--- src/rtl/mem_stage_if.sv ---
// MEM stage boundary bundle: EX->MEM handshake, data-SRAM response, MEM->WB handshake, forwarding to ID.
// master = the MEM stage itself; slave = the surrounding pipeline/testbench.
// Signal names match the stage's documented port list.
interface mem_stage_if #(
  parameter int EXREG_BUS_LEN  = 75,
  parameter int MEMREG_BUS_LEN = 103
);
  logic                      EX_valid;
  logic [EXREG_BUS_LEN-1:0]  EXreg_bus;
  logic                      MEM_allow_in;
  logic                      data_sram_data_ok;
  logic [31:0]               data_sram_rdata;
  logic                      WB_allow_in;
  logic                      MEM_ready_go;
  logic                      valid;
  logic [MEMREG_BUS_LEN-1:0] MEMreg_bus;
  logic                      mem_fwd_we;
  logic [4:0]                mem_fwd_addr;
  logic [31:0]               mem_fwd_data;
  logic                      mem_fwd_stall;

  modport master (
    input  EX_valid, EXreg_bus, data_sram_data_ok, data_sram_rdata, WB_allow_in,
    output MEM_allow_in, MEM_ready_go, valid, MEMreg_bus,
           mem_fwd_we, mem_fwd_addr, mem_fwd_data, mem_fwd_stall
  );

  modport slave (
    output EX_valid, EXreg_bus, data_sram_data_ok, data_sram_rdata, WB_allow_in,
    input  MEM_allow_in, MEM_ready_go, valid, MEMreg_bus,
           mem_fwd_we, mem_fwd_addr, mem_fwd_data, mem_fwd_stall
  );
endinterface

--- src/rtl/mem_stage.sv ---
// MEM pipeline stage: latches EX bundle, waits for data-SRAM response, aligns/extends loads, registers result for WB.
// Latency: accept at edge N, data_ok in cycle N+k -> valid at edge N+k+1 (non-memory ops: 1 cycle).
// Backpressure: WB_allow_in=0 holds the output register; a response arriving then is kept in a one-entry skid buffer.
// Optional MEM_LOAD_FWD_EN: forward extracted load data to ID and stall only until the response arrives.
module mem_stage #(
  parameter int EXREG_BUS_LEN  = 75,
  parameter int MEMREG_BUS_LEN = 103
) (
  input  logic        clk,
  input  logic        resetn,
  mem_stage_if.master mem_if
);

  logic                      ms_valid;
  logic [EXREG_BUS_LEN-1:0]  ms_bus;
  logic                      buf_valid;
  logic [31:0]               buf_data;
  logic                      wb_valid;
  logic [MEMREG_BUS_LEN-1:0] wb_bus;

  // Fields of the held instruction, MSB first.
  logic        mem_req;
  logic [2:0]  mem_op;
  logic        res_from_mem;
  logic        rf_we;
  logic [4:0]  rf_waddr;
  logic [31:0] alu_result;
  logic [31:0] pc;

  assign {mem_req, mem_op, res_from_mem, rf_we, rf_waddr, alu_result, pc} = ms_bus;

  logic ready_go;
  logic allow_in;
  logic accept;
  logic leave;

  assign ready_go = !mem_req | mem_if.data_sram_data_ok | buf_valid;
  assign allow_in = !ms_valid | (ready_go & mem_if.WB_allow_in);
  assign accept   = mem_if.EX_valid & allow_in;
  assign leave    = ms_valid & ready_go & mem_if.WB_allow_in;

  logic [31:0] raw;
  logic [7:0]  ld_byte;
  logic [15:0] ld_half;
  logic [31:0] load_data;
  logic [31:0] mem_result;

  // Pick the byte/half addressed by the low address bits and extend per mem_op.
  always_comb begin
    raw       = buf_valid ? buf_data : mem_if.data_sram_rdata;
    ld_byte   = raw[7:0];
    ld_half   = alu_result[1] ? raw[31:16] : raw[15:0];
    load_data = raw;
    case (alu_result[1:0])
      2'd1:    ld_byte = raw[15:8];
      2'd2:    ld_byte = raw[23:16];
      2'd3:    ld_byte = raw[31:24];
      default: ld_byte = raw[7:0];
    endcase
    case (mem_op)
      3'b001:  load_data = {{24{ld_byte[7]}}, ld_byte};
      3'b010:  load_data = {{16{ld_half[15]}}, ld_half};
      3'b101:  load_data = {24'h0, ld_byte};
      3'b110:  load_data = {16'h0, ld_half};
      default: load_data = raw;
    endcase
  end

  // Stores and ALU ops carry no memory result.
  assign mem_result = res_from_mem ? load_data : 32'h0;

  // MEM stage register: accept from EX, or drain when the instruction moves to WB.
  always_ff @(posedge clk or negedge resetn) begin
    if (!resetn) begin
      ms_valid <= 1'b0;
      ms_bus   <= '0;
    end else if (accept) begin
      ms_valid <= 1'b1;
      ms_bus   <= mem_if.EXreg_bus;
    end else if (ready_go & mem_if.WB_allow_in) begin
      ms_valid <= 1'b0;
    end
  end

  // Skid buffer: keep the one-cycle rdata when WB is not ready to take the result.
  always_ff @(posedge clk or negedge resetn) begin
    if (!resetn) begin
      buf_valid <= 1'b0;
      buf_data  <= 32'h0;
    end else if (leave) begin
      buf_valid <= 1'b0;
    end else if (ms_valid & mem_req & mem_if.data_sram_data_ok & !mem_if.WB_allow_in & !buf_valid) begin
      buf_valid <= 1'b1;
      buf_data  <= mem_if.data_sram_rdata;
    end
  end

  // Output register toward WB; frozen while WB stalls.
  always_ff @(posedge clk or negedge resetn) begin
    if (!resetn) begin
      wb_valid <= 1'b0;
      wb_bus   <= '0;
    end else if (mem_if.WB_allow_in) begin
      wb_valid <= ms_valid & ready_go;
      if (ms_valid & ready_go) begin
        wb_bus <= {alu_result, mem_result, rf_we, res_from_mem, rf_waddr, pc};
      end
    end
  end

  assign mem_if.MEM_allow_in = allow_in;
  assign mem_if.MEM_ready_go = ready_go;
  assign mem_if.valid        = wb_valid;
  assign mem_if.MEMreg_bus   = wb_bus;

  // r0 is never a real destination, so it never forwards.
  assign mem_if.mem_fwd_we   = ms_valid & rf_we & (rf_waddr != 5'd0);
  assign mem_if.mem_fwd_addr = rf_waddr;

`ifdef MEM_LOAD_FWD_EN
  assign mem_if.mem_fwd_data  = res_from_mem ? load_data : alu_result;
  assign mem_if.mem_fwd_stall = mem_if.mem_fwd_we & res_from_mem & !ready_go;
`else
  assign mem_if.mem_fwd_data  = alu_result;
  assign mem_if.mem_fwd_stall = mem_if.mem_fwd_we & res_from_mem;
`endif

endmodule

--- src/flat_wrapper.sv ---
// flat-port wrapper written by rule: the top's interface ports become plain ports
module mem_stage_flat 
#(
  parameter int EXREG_BUS_LEN  = 75,
  parameter int MEMREG_BUS_LEN = 103
)
  (clk, resetn, mem_if_EX_valid, mem_if_EXreg_bus, mem_if_data_sram_data_ok, mem_if_data_sram_rdata, mem_if_WB_allow_in, mem_if_MEM_allow_in, mem_if_MEM_ready_go, mem_if_valid, mem_if_MEMreg_bus, mem_if_mem_fwd_we, mem_if_mem_fwd_addr, mem_if_mem_fwd_data, mem_if_mem_fwd_stall);
  mem_stage_if #(.EXREG_BUS_LEN(EXREG_BUS_LEN), .MEMREG_BUS_LEN(MEMREG_BUS_LEN)) mem_if_i ();
  input  logic clk;
  input  logic resetn;
  input wire logic [$bits(mem_if_i.EX_valid)-1:0] mem_if_EX_valid;
  input wire logic [$bits(mem_if_i.EXreg_bus)-1:0] mem_if_EXreg_bus;
  input wire logic [$bits(mem_if_i.data_sram_data_ok)-1:0] mem_if_data_sram_data_ok;
  input wire logic [$bits(mem_if_i.data_sram_rdata)-1:0] mem_if_data_sram_rdata;
  input wire logic [$bits(mem_if_i.WB_allow_in)-1:0] mem_if_WB_allow_in;
  output wire logic [$bits(mem_if_i.MEM_allow_in)-1:0] mem_if_MEM_allow_in;
  output wire logic [$bits(mem_if_i.MEM_ready_go)-1:0] mem_if_MEM_ready_go;
  output wire logic [$bits(mem_if_i.valid)-1:0] mem_if_valid;
  output wire logic [$bits(mem_if_i.MEMreg_bus)-1:0] mem_if_MEMreg_bus;
  output wire logic [$bits(mem_if_i.mem_fwd_we)-1:0] mem_if_mem_fwd_we;
  output wire logic [$bits(mem_if_i.mem_fwd_addr)-1:0] mem_if_mem_fwd_addr;
  output wire logic [$bits(mem_if_i.mem_fwd_data)-1:0] mem_if_mem_fwd_data;
  output wire logic [$bits(mem_if_i.mem_fwd_stall)-1:0] mem_if_mem_fwd_stall;
  assign mem_if_i.EX_valid = mem_if_EX_valid;
  assign mem_if_i.EXreg_bus = mem_if_EXreg_bus;
  assign mem_if_i.data_sram_data_ok = mem_if_data_sram_data_ok;
  assign mem_if_i.data_sram_rdata = mem_if_data_sram_rdata;
  assign mem_if_i.WB_allow_in = mem_if_WB_allow_in;
  assign mem_if_MEM_allow_in = mem_if_i.MEM_allow_in;
  assign mem_if_MEM_ready_go = mem_if_i.MEM_ready_go;
  assign mem_if_valid = mem_if_i.valid;
  assign mem_if_MEMreg_bus = mem_if_i.MEMreg_bus;
  assign mem_if_mem_fwd_we = mem_if_i.mem_fwd_we;
  assign mem_if_mem_fwd_addr = mem_if_i.mem_fwd_addr;
  assign mem_if_mem_fwd_data = mem_if_i.mem_fwd_data;
  assign mem_if_mem_fwd_stall = mem_if_i.mem_fwd_stall;
  mem_stage #(.EXREG_BUS_LEN(EXREG_BUS_LEN), .MEMREG_BUS_LEN(MEMREG_BUS_LEN)) u_core (.clk(clk), .resetn(resetn), .mem_if(mem_if_i));
endmodule
--- config.mk ---
export PLATFORM = sky130hd
export DESIGN_NAME = mem_stage_flat
export DESIGN_NICKNAME = d
export VERILOG_FILES = /design/src/rtl/mem_stage_if.sv /design/src/rtl/mem_stage.sv /design/src/flat_wrapper.sv
export SDC_FILE = /design/constraint.sdc
export NUM_CORES = 1
export LEC_CHECK = 0
export CORE_MARGIN = 2
export CORE_UTILIZATION = 44
export CTS_BUF_LIST = sky130_fd_sc_hd__clkbuf_16
export CTS_CLUSTER_DIAMETER = 150
export DETAILED_ROUTE_END_ITERATION = 10
export PLACE_DENSITY = 0.77
export SYNTH_ARGS = -nofsm -noshare
export SYNTH_HDL_FRONTEND = slang
export SYNTH_SLANG_ARGS = --single-unit
--- constraint.sdc ---
create_clock -name clk -period 1.8 [get_ports clk]
set_input_delay 0.27 -clock clk [delete_from_list [all_inputs] [get_ports clk]]
set_output_delay 0.27 -clock clk [all_outputs]
set_load 0.005 [all_outputs]
After elaboration in Yosys (flattened, before gate mapping)
Index checks and enable logic that the tools add are counted.

Equality and inequality tests: 7. Muxes and demuxes: 9. Bitwise operators: 15. Reductions and logical operators: 9.

Operators with widths (count): 32-bit case mux with 4 select lines (1); 32-bit 2-to-1 mux (2); 8-bit case mux with 3 select lines (1); 16-bit 2-to-1 mux (1); 1-bit AND (11); 3-bit == test, second input constant (2); 5-bit nonzero test (1); 2-bit == test, second input constant (2); 1-bit zero test (4); 1-bit 2-to-1 mux (4); 2-bit AND reduction (2); 2-bit nonzero test (2); 3-bit by 1-bit == test with 1-bit output, second input constant (1); 3-bit by 2-bit == test with 1-bit output, second input constant (1); 1-bit OR (3); 2-bit by 1-bit == test with 1-bit output, second input constant (1); 1-bit NOT (1).

Register bits after elaboration: 213. Input port bits: 112. Output and inout port bits: 145. Word-level logic and storage cells: 46.

Longest topological paths before layout
Gate-level depths: netlist (run 1).

Word-level depth: 7. Depth in mapped cells: 9. Gate-level depth less buffers: 5.

Least setup slack after synthesis (run 1)
Ideal clock, no wire load.

Path kind: register -> register. Start: register u_core.buf_valid. End: register u_core.wb_bus[63] (netlist: u_core.mem_if.MEMreg_bus[63]). Setup time: 0.121 ns. Arrival: 1.882 ns. Data required time: 1.679 ns. Path slack: -0.202 ns. Stages on the path, launching flop included: 10. Path buffers: 4. Period minus slack after synthesis: 2.002 ns. Cells stage by stage: dfrtp_1 buf_6 or3b_4 and3_4 buf_6 and2_4 buf_6 o31a_4 buf_6 a22o_1.

Elaborated cells on any way between the ends: 8. Those cells by class: mux: 5; bitwise: 2; reduce/logical: 1.

RTL lines: from (decl) (line mem_stage.sv:16) `logic buf_valid;`; from (signal assigned) (line mem_stage.sv:88) `buf_valid <= 1'b0;`; from (signal assigned) (line mem_stage.sv:91) `buf_valid <= 1'b0;`; from (signal assigned) (line mem_stage.sv:93) `buf_valid <= 1'b1;`; 1-bit OR (line mem_stage.sv:37) `assign ready_go = !mem_req | mem_if.data_sram_data_ok | buf_valid;`; via mem_if_MEM_ready_go (line flat_wrapper.sv:17) `output wire logic [$bits(mem_if_i.MEM_ready_go)-1:0] mem_if_MEM_ready_go;`; 1-bit AND (line mem_stage.sv:105) `if (ms_valid & ready_go) begin`; 2-bit AND reduction (no line); to (signal assigned) (line mem_stage.sv:106) `wb_bus <= {alu_result, mem_result, rf_we, res_from_mem, rf_waddr, pc};`; to (decl) (line mem_stage.sv:19) `logic [MEMREG_BUS_LEN-1:0] wb_bus;`.

The timed path passes the listed nets, and every way through them passes these cells. A chain may end at the register's enable or synchronous reset.

Final worst setup path (run 1)
Start: register u_core.ms_bus[67]. End: output port mem_if_mem_fwd_stall.

Cells in the longest elaborated chain, start to end: 3.

RTL lines: from (decl) (line mem_stage.sv:15) `logic [EXREG_BUS_LEN-1:0] ms_bus;`; from (signal assigned) (line mem_stage.sv:79) `ms_bus <= mem_if.EXreg_bus;`; 5-bit nonzero test (line mem_stage.sv:117) `assign mem_if.mem_fwd_we = ms_valid & rf_we & (rf_waddr != 5'd0);`; 1-bit AND (line mem_stage.sv:117); 1-bit AND (line mem_stage.sv:125) `assign mem_if.mem_fwd_stall = mem_if.mem_fwd_we & res_from_mem;`; to (decl) (line flat_wrapper.sv:23) `output wire logic [$bits(mem_if_i.mem_fwd_stall)-1:0] mem_if_mem_fwd_stall;`.

No other way between the ends.

==> impl_metrics.tcl, run 1 <==
set metrics [dict create \
    status "finished with violations" \
    violations "negative setup slack" \
    fmax_mhz 464 \
    combPwrFrac_pct 38.0 \
    worst_setup_path_start_kind "register" \
    rows 53 \
    die_w_um 150 \
    syn_inst 812 \
    ir_worst_vdd_uv 976 \
    drt-vias-per-instance 5.40 \
    ys_warn_count 0 \
    area_growth_pct 54.7 \
    drive_above_1_share_pct 26.8 \
    switching_share_pct 30.5 \
    avgSynthCellArea_um2 11.6 \
    clockPowerShare_pct 23.0 \
    fin_skew_ns 0.0120 \
    tightest_slew_ns 0.480 \
    finalCritPeriodShare_pct 120 \
    gr-total-overflow 0 \
    io_pins 257 \
    path_class "register to output pin" \
    hold_class "input pin to async pin" \
    post-place-ws_ns -0.373 \
    cts_tree "yes" \
    nNetsFinal 1223 \
    cts-root-buf "clkbuf_16" \
    yosysSeqAreaShare_pct 56.6 \
    die_area_um2 22600 \
    synth_flop_cell "dfrtp_1" \
    clock_sinks 213 \
    rsz0062_at_grt "yes" \
    synth_edf_count 0 \
    seq_power_share_pct 39.0 \
    syn_nets 924 \
    p_int_w 0.0132 \
    finish.utilization_pct 69.2 \
    drc 0 \
    hpwl_um 17600 \
    finalCriticalPeriod_ns 2.16 \
    drv_slew 0 \
    vias 7576 \
    setup_ws_ns -0.356 \
    switchingPower_w 0.00580 \
    slew_headroom_pct 68.0 \
    cp_max_fo 2 \
    p_leak_nw 6.81 \
    crit_start "u_core.ms_bus[67]" \
    ant_nets 0 \
    die_y_um 150 \
    io_buffers 256 \
    insertion_delay_ns 0.51 \
    crit_path_end_kind "output pin" \
    wl_per_cell_um 21.5 \
    postRouteWirelength_um 30100 \
    grt_max_degree 50 \
    cts_buffers 23 \
    clockBufferDepth 3 \
    synth_area_leader_cell "dfrtp_1" \
    num_antenna_cells 0 \
    synth_top_area_share_pct 56.6 \
    r2r_start "u_core.buf_valid" \
    start_util_pct 44.8 \
    cap_violations 0 \
    synth.distinct_cells 40 \
    synth_area_um2 9410 \
    report.final.setup_viol 107 \
    dr.pass1.iters 5 \
    dp_cells 1319 \
    cts-htree-levels 1 \
    total_power_w 0.0190 \
    grt_pass1_wl_um 44400 \
    place_congestion 0.875 \
    clk_pin_slew_ns 0.06 \
    async_flop_share_pct 100 \
    hold_viol 0 \
    core_um2 21000 \
    critical_path_required_ns 1.53 \
    antenna_found_initial 0 \
    grtUsageTotal_pct 25.4 \
    fin_cells 1402 \
    synth_common_cells "250 x nand2_1, 213 x dfrtp_1, 57 x mux2_2" \
    yosysMostFrequentCell "nand2_1" \
    power_density_nw_per_um2 1310 \
    ys_top_cells_by_area "dfrtp_1 57%, nand2_1 10%, mux2_2 6.8%" \
    ys_ff_latch 213 \
    grt_pass1_vias 8018 \
    critical_path_arrival_ns 1.89 \
    drtIter0Drc 383 \
]
==> state kept, by name, summed over array words and instances (netlist names) <==
register and cells:
u_core.ms_valid 1, u_core.ms_bus 75, u_core.buf_valid 1, u_core.buf_data 32, u_core.mem_if.MEMreg_bus 103, u_core.mem_if.valid 1
==> cells by family (layout without fill, tap and decap cells) <==
family | Yosys count | in the layout | share of synthesized area (%)
and+or+nand+nor | 277 | 277 | 11.7
DFF | 213 | 213 | 56.6
muxes | 161 | 161 | 20.4
buffers and inverters | 90 | 404 | 5.86
AOI/OAI and AO/OA | 71 | 72 | 5.40
==> through the flow <==
| stage | area [µm²] | TNS, ns | hold WS [ns] |
|---|---|---|---|
| after floorplan | 9490 | -3.80 | -0.0256 |
| after CTS | 14100 | -10.71 | 0.303 |
| after global placement | 12500 | -41.09 | 0.264 |
| after detailed placement | 12500 | -43.76 | 0.267 |
| after global routing | 14600 | -15.78 | 0.315 |
| final | 14600 | -9.49 | 0.290 |
==> critical path: stages (launching register included) <==
cell and delay, ns:
dfrtp_1 0.38, or3_4 0.40, o311a_4 0.34, and2_4 0.16, buf_6 0.10
==> final timing paths <==
kind | depth (start not counted) | slack [ns] | endpoint
min | 2 | 0.29 | u_core.mem_if.MEMreg_bus[32]
min reg2reg | 2 | 0.46 | u_core.mem_if.MEMreg_bus[13]
max in group asynchronous | 3 | 0.86 | u_core.mem_if.MEMreg_bus[15]
min in group clk | 2 | 0.38 | u_core.ms_bus[45]
max reg2reg | 6 | -0.16 | u_core.mem_if.MEMreg_bus[65]
max | 4 | -0.36 | mem_if_mem_fwd_stall
==> power groups by stage <==
stage	sequential (W)	clock [W]	combinational, W
after floorplan	0.00716	0	0.00275
after global placement	0.00729	0	0.00562
after detailed placement	0.00736	0	0.00575
after CTS	0.00734	0.00440	0.00671
after global routing	0.00757	0.00463	0.00772
final	0.00742	0.00436	0.00722
==> layer usage <==
metal | track usage (%) | vias up | wire [µm]
li1 | - | 3324 | -
met3 | 6.15 | 71 | 2310
met1 | 31.7 | 3862 | 11700
met5 | 0 | - | 0
met2 | 43.7 | 319 | 15100
met4 | 8.25 | 0 | 956
==> layout make-up <==
type                       count  area [µm²]
inverter                       4        15.0
clock buffer                  23         576
sequential                   213        5330
fill                        1421        6460
clock inverter                18         101
tap                          275         344
timing repair buffer         359        3980
multi-input combinational    510        4210
==> cells in the final DEF, fill, tap and decap left out, types with 3 or more instances in the layout <==
| cell type | count |
|---|---|
| mux2_2 | 6 |
| inv_1 | 13 |
| nor2_1 | 7 |
| mux2i_4 | 6 |
| mux4_2 | 14 |
| o21ai_0 | 3 |
| buf_12 | 24 |
| buf_16 | 6 |
| a21oi_2 | 3 |
| clkdlybuf4s50_1 | 248 |
| a211oi_2 | 5 |
| dfrtp_2 | 3 |
| o21ai_1 | 8 |
| buf_8 | 3 |
| nand2_2 | 5 |
| mux2i_1 | 32 |
| nand2b_1 | 3 |
| buf_6 | 14 |
| a21oi_1 | 15 |
| clkinv_1 | 5 |
| nand2_1 | 242 |
| dfrtp_1 | 210 |
| a32o_1 | 6 |
| a22o_1 | 17 |
| nor2_4 | 3 |
| buf_4 | 51 |
| mux2_4 | 101 |
| clkbuf_16 | 30 |
==> timing repair <==
item | CTS | global route
endpoints found under the setup margin | 112 | 158
pin swaps | 32 | 12
hold endpoints to repair | 42 | 0
cloned | 10 | 8
gates resized for setup | 153 | 74
hold buffers | 1 | 0
buffers inserted | 20 | 8
(Power assumes the default switching activity.)
==> run 2: changes to the inputs <==
CAP_MARGIN = 20   (was default)
CORE_MARGIN = default   (was 2)
==> run 2 against run 1 <==
The flow still finishes with violations (negative setup slack). Die area fell by 2.6%. Combinational power is 1% lower. Clock skew rose by 0.0025 ns. Final cell count up 0.29%. Sequential power about the same. Wire length down 5.2%. Fmax is 0.42% higher. Non-clock buffer count stayed put. Critical path type unchanged. Critical endpoint is now mem_if_MEM_allow_in.
==> impl_metrics.tcl, run 2 (synthesis results as in run 1) <==
set metrics [dict create \
    hold_class "input pin to async pin" \
    holdWs_ns 0.250 \
    slew_headroom_pct 62.5 \
    dpl_cell_area_um2 12500 \
    dr.pass1.iters 5 \
    report.final.setup_viol 164 \
    wl_per_cell_um 20.3 \
    violations "negative setup slack" \
    cts_buffers 24 \
    core_um2 21000 \
    p_leak_nw 6.75 \
    grt_pass1_vias 7736 \
    drc 0 \
    stdcell_area_um2 14500 \
    vias 7467 \
    grt_pass1_wl_um 41100 \
    ant_nets 0 \
    final_common_cell "clkdlybuf4s50_1" \
    place_congestion 0.857 \
    mostFrequentLayoutCells "246 x clkdlybuf4s50_1, 237 x nand2_1, 211 x dfrtp_1" \
    cap_violations 0 \
    io_buffers 256 \
    fmax_mhz 466 \
    power_density_nw_per_um2 1320 \
    hold_viol 0 \
    cts-root-buf "clkbuf_16" \
    critical_path_arrival_ns 1.88 \
    finalCriticalPeriod_ns 2.15 \
    io_pins 257 \
    crit_path_end_kind "output pin" \
    area_growth_pct 54.2 \
    largest_reg_flops 103 \
    nNetsFinal 1226 \
    path_class "register to output pin" \
    grt_max_degree 60 \
    total_power_w 0.0191 \
    critical_path_required_ns 1.53 \
    cts_tree "yes" \
    clockBufferDepth 3 \
    finish.utilization_pct 69.0 \
    cts-htree-levels 1 \
    grtUsageTotal_pct 23.9 \
    drv_slew 0 \
    drt-vias-per-instance 5.31 \
    hpwl_um 17600 \
    num_antenna_cells 0 \
    rsz0062_at_grt "yes" \
    die_y_um 148 \
    ir_worst_vdd_uv 873 \
    die_area_um2 22000 \
    cp_max_fo 4 \
    postRouteWirelength_um 28600 \
    fin_skew_ns 0.0145 \
    insertion_delay_ns 0.51 \
    die_w_um 148 \
    gr-total-overflow 0 \
    start_util_pct 44.8 \
    finalCritPeriodShare_pct 119 \
    clock_sinks 213 \
    drive_above_1_share_pct 27.7 \
    status "finished with violations" \
    tightest_slew_ns 0.560 \
    drtIter0Drc 406 \
    worst_setup_path_start_kind "register" \
    setup_ws_ns -0.347 \
    rows 53 \
    antenna_found_initial 0 \
    clk_pin_slew_ns 0.06 \
]
-- run 2: cell types whose count changed in the layout (fill, tap and decap cells not counted), moves of 3 or more --
| cell | change |
|---|---|
| nor2_2 | +3 |
| clkinvlp_4 | +3 |
| inv_1 | -7 |
| buf_12 | -5 |
| buf_8 | +4 |
| buf_6 | +3 |
| mux2_4 | -5 |
| nand2_2 | +5 |
| nand2_1 | -5 |
| mux2_2 | +6 |
| clkinv_2 | +3 |
-- run 2: area by class of cell --
cell class	count	area [µm²]
clock buffer	25	626
clock inverter	18	111
fill	1411	6510
inverter	4	15.0
multi-input combinational	512	4190
sequential	213	5330
tap	275	344
timing repair buffer	359	3890
-- run 2: worst max-delay path: stages, from the launching register on --
cell     delay (ns)
dfrtp_2        0.41
buf_6          0.12
or3b_4         0.41
nand2_4        0.10
nand2_8        0.08
buf_6          0.14
buf_6          0.10
-- run 2: worst paths after layout --
kind                                       from                           end  slack (ns)  cells past startpoint
max reg2reg                    u_core.buf_valid             u_core.ms_bus[70]       -0.27                      9
min reg2reg                    u_core.ms_bus[3]   u_core.mem_if.MEMreg_bus[3]        0.46                      2
min in group clk           mem_if_EXreg_bus[15]             u_core.ms_bus[15]        0.37                      2
max                            u_core.buf_valid           mem_if_MEM_allow_in       -0.35                      6
min                                      resetn  u_core.mem_if.MEMreg_bus[33]        0.25                      2
max in group asynchronous                resetn  u_core.mem_if.MEMreg_bus[14]        0.83                      3
-- run 2: per-stage QoR --
| stage | cells | setup TNS, ns | worst slack [ns] |
|---|---|---|---|
| finish | 1406 | -19.19 | -0.347 |
| global route | 1406 | -25.07 | -0.391 |
| CTS | 1384 | -7.90 | -0.408 |
| detailed placement | 1328 | -47.68 | -0.338 |
| global placement | 1328 | -42.86 | -0.308 |
| floorplan | 812 | -3.80 | -0.168 |
-- run 2: timing repair --
| action | CTS | global route |
|---|---|---|
| buffers inserted | 7 | 14 |
| hold endpoints to repair | 38 | 0 |
| pin swaps | 14 | 47 |
| cloned | 5 | 11 |
| gates resized for setup | 67 | 155 |
| hold buffers | 1 | 0 |
| endpoints found under the setup margin | 172 | 139 |
-- run 2: power breakdown --
group	switching [W]	internal (W)
Sequential	0.00111	0.00628
Clock	0.00194	0.00264
Combinational	0.00271	0.00444
-- run 2: per-layer routing --
layer | track usage, % | share of wire, %
met1 | 28.4 | 38
met2 | 41.4 | 50
met3 | 6.63 | 8.3
met4 | 8.45 | 3.6
met5 | 0 | 0
==> run 3: changes to the inputs <==
SLEW_MARGIN = 30   (was default)
==> results of run 3 <==
Final layout, timing and power as in run 2 (identical DEF).
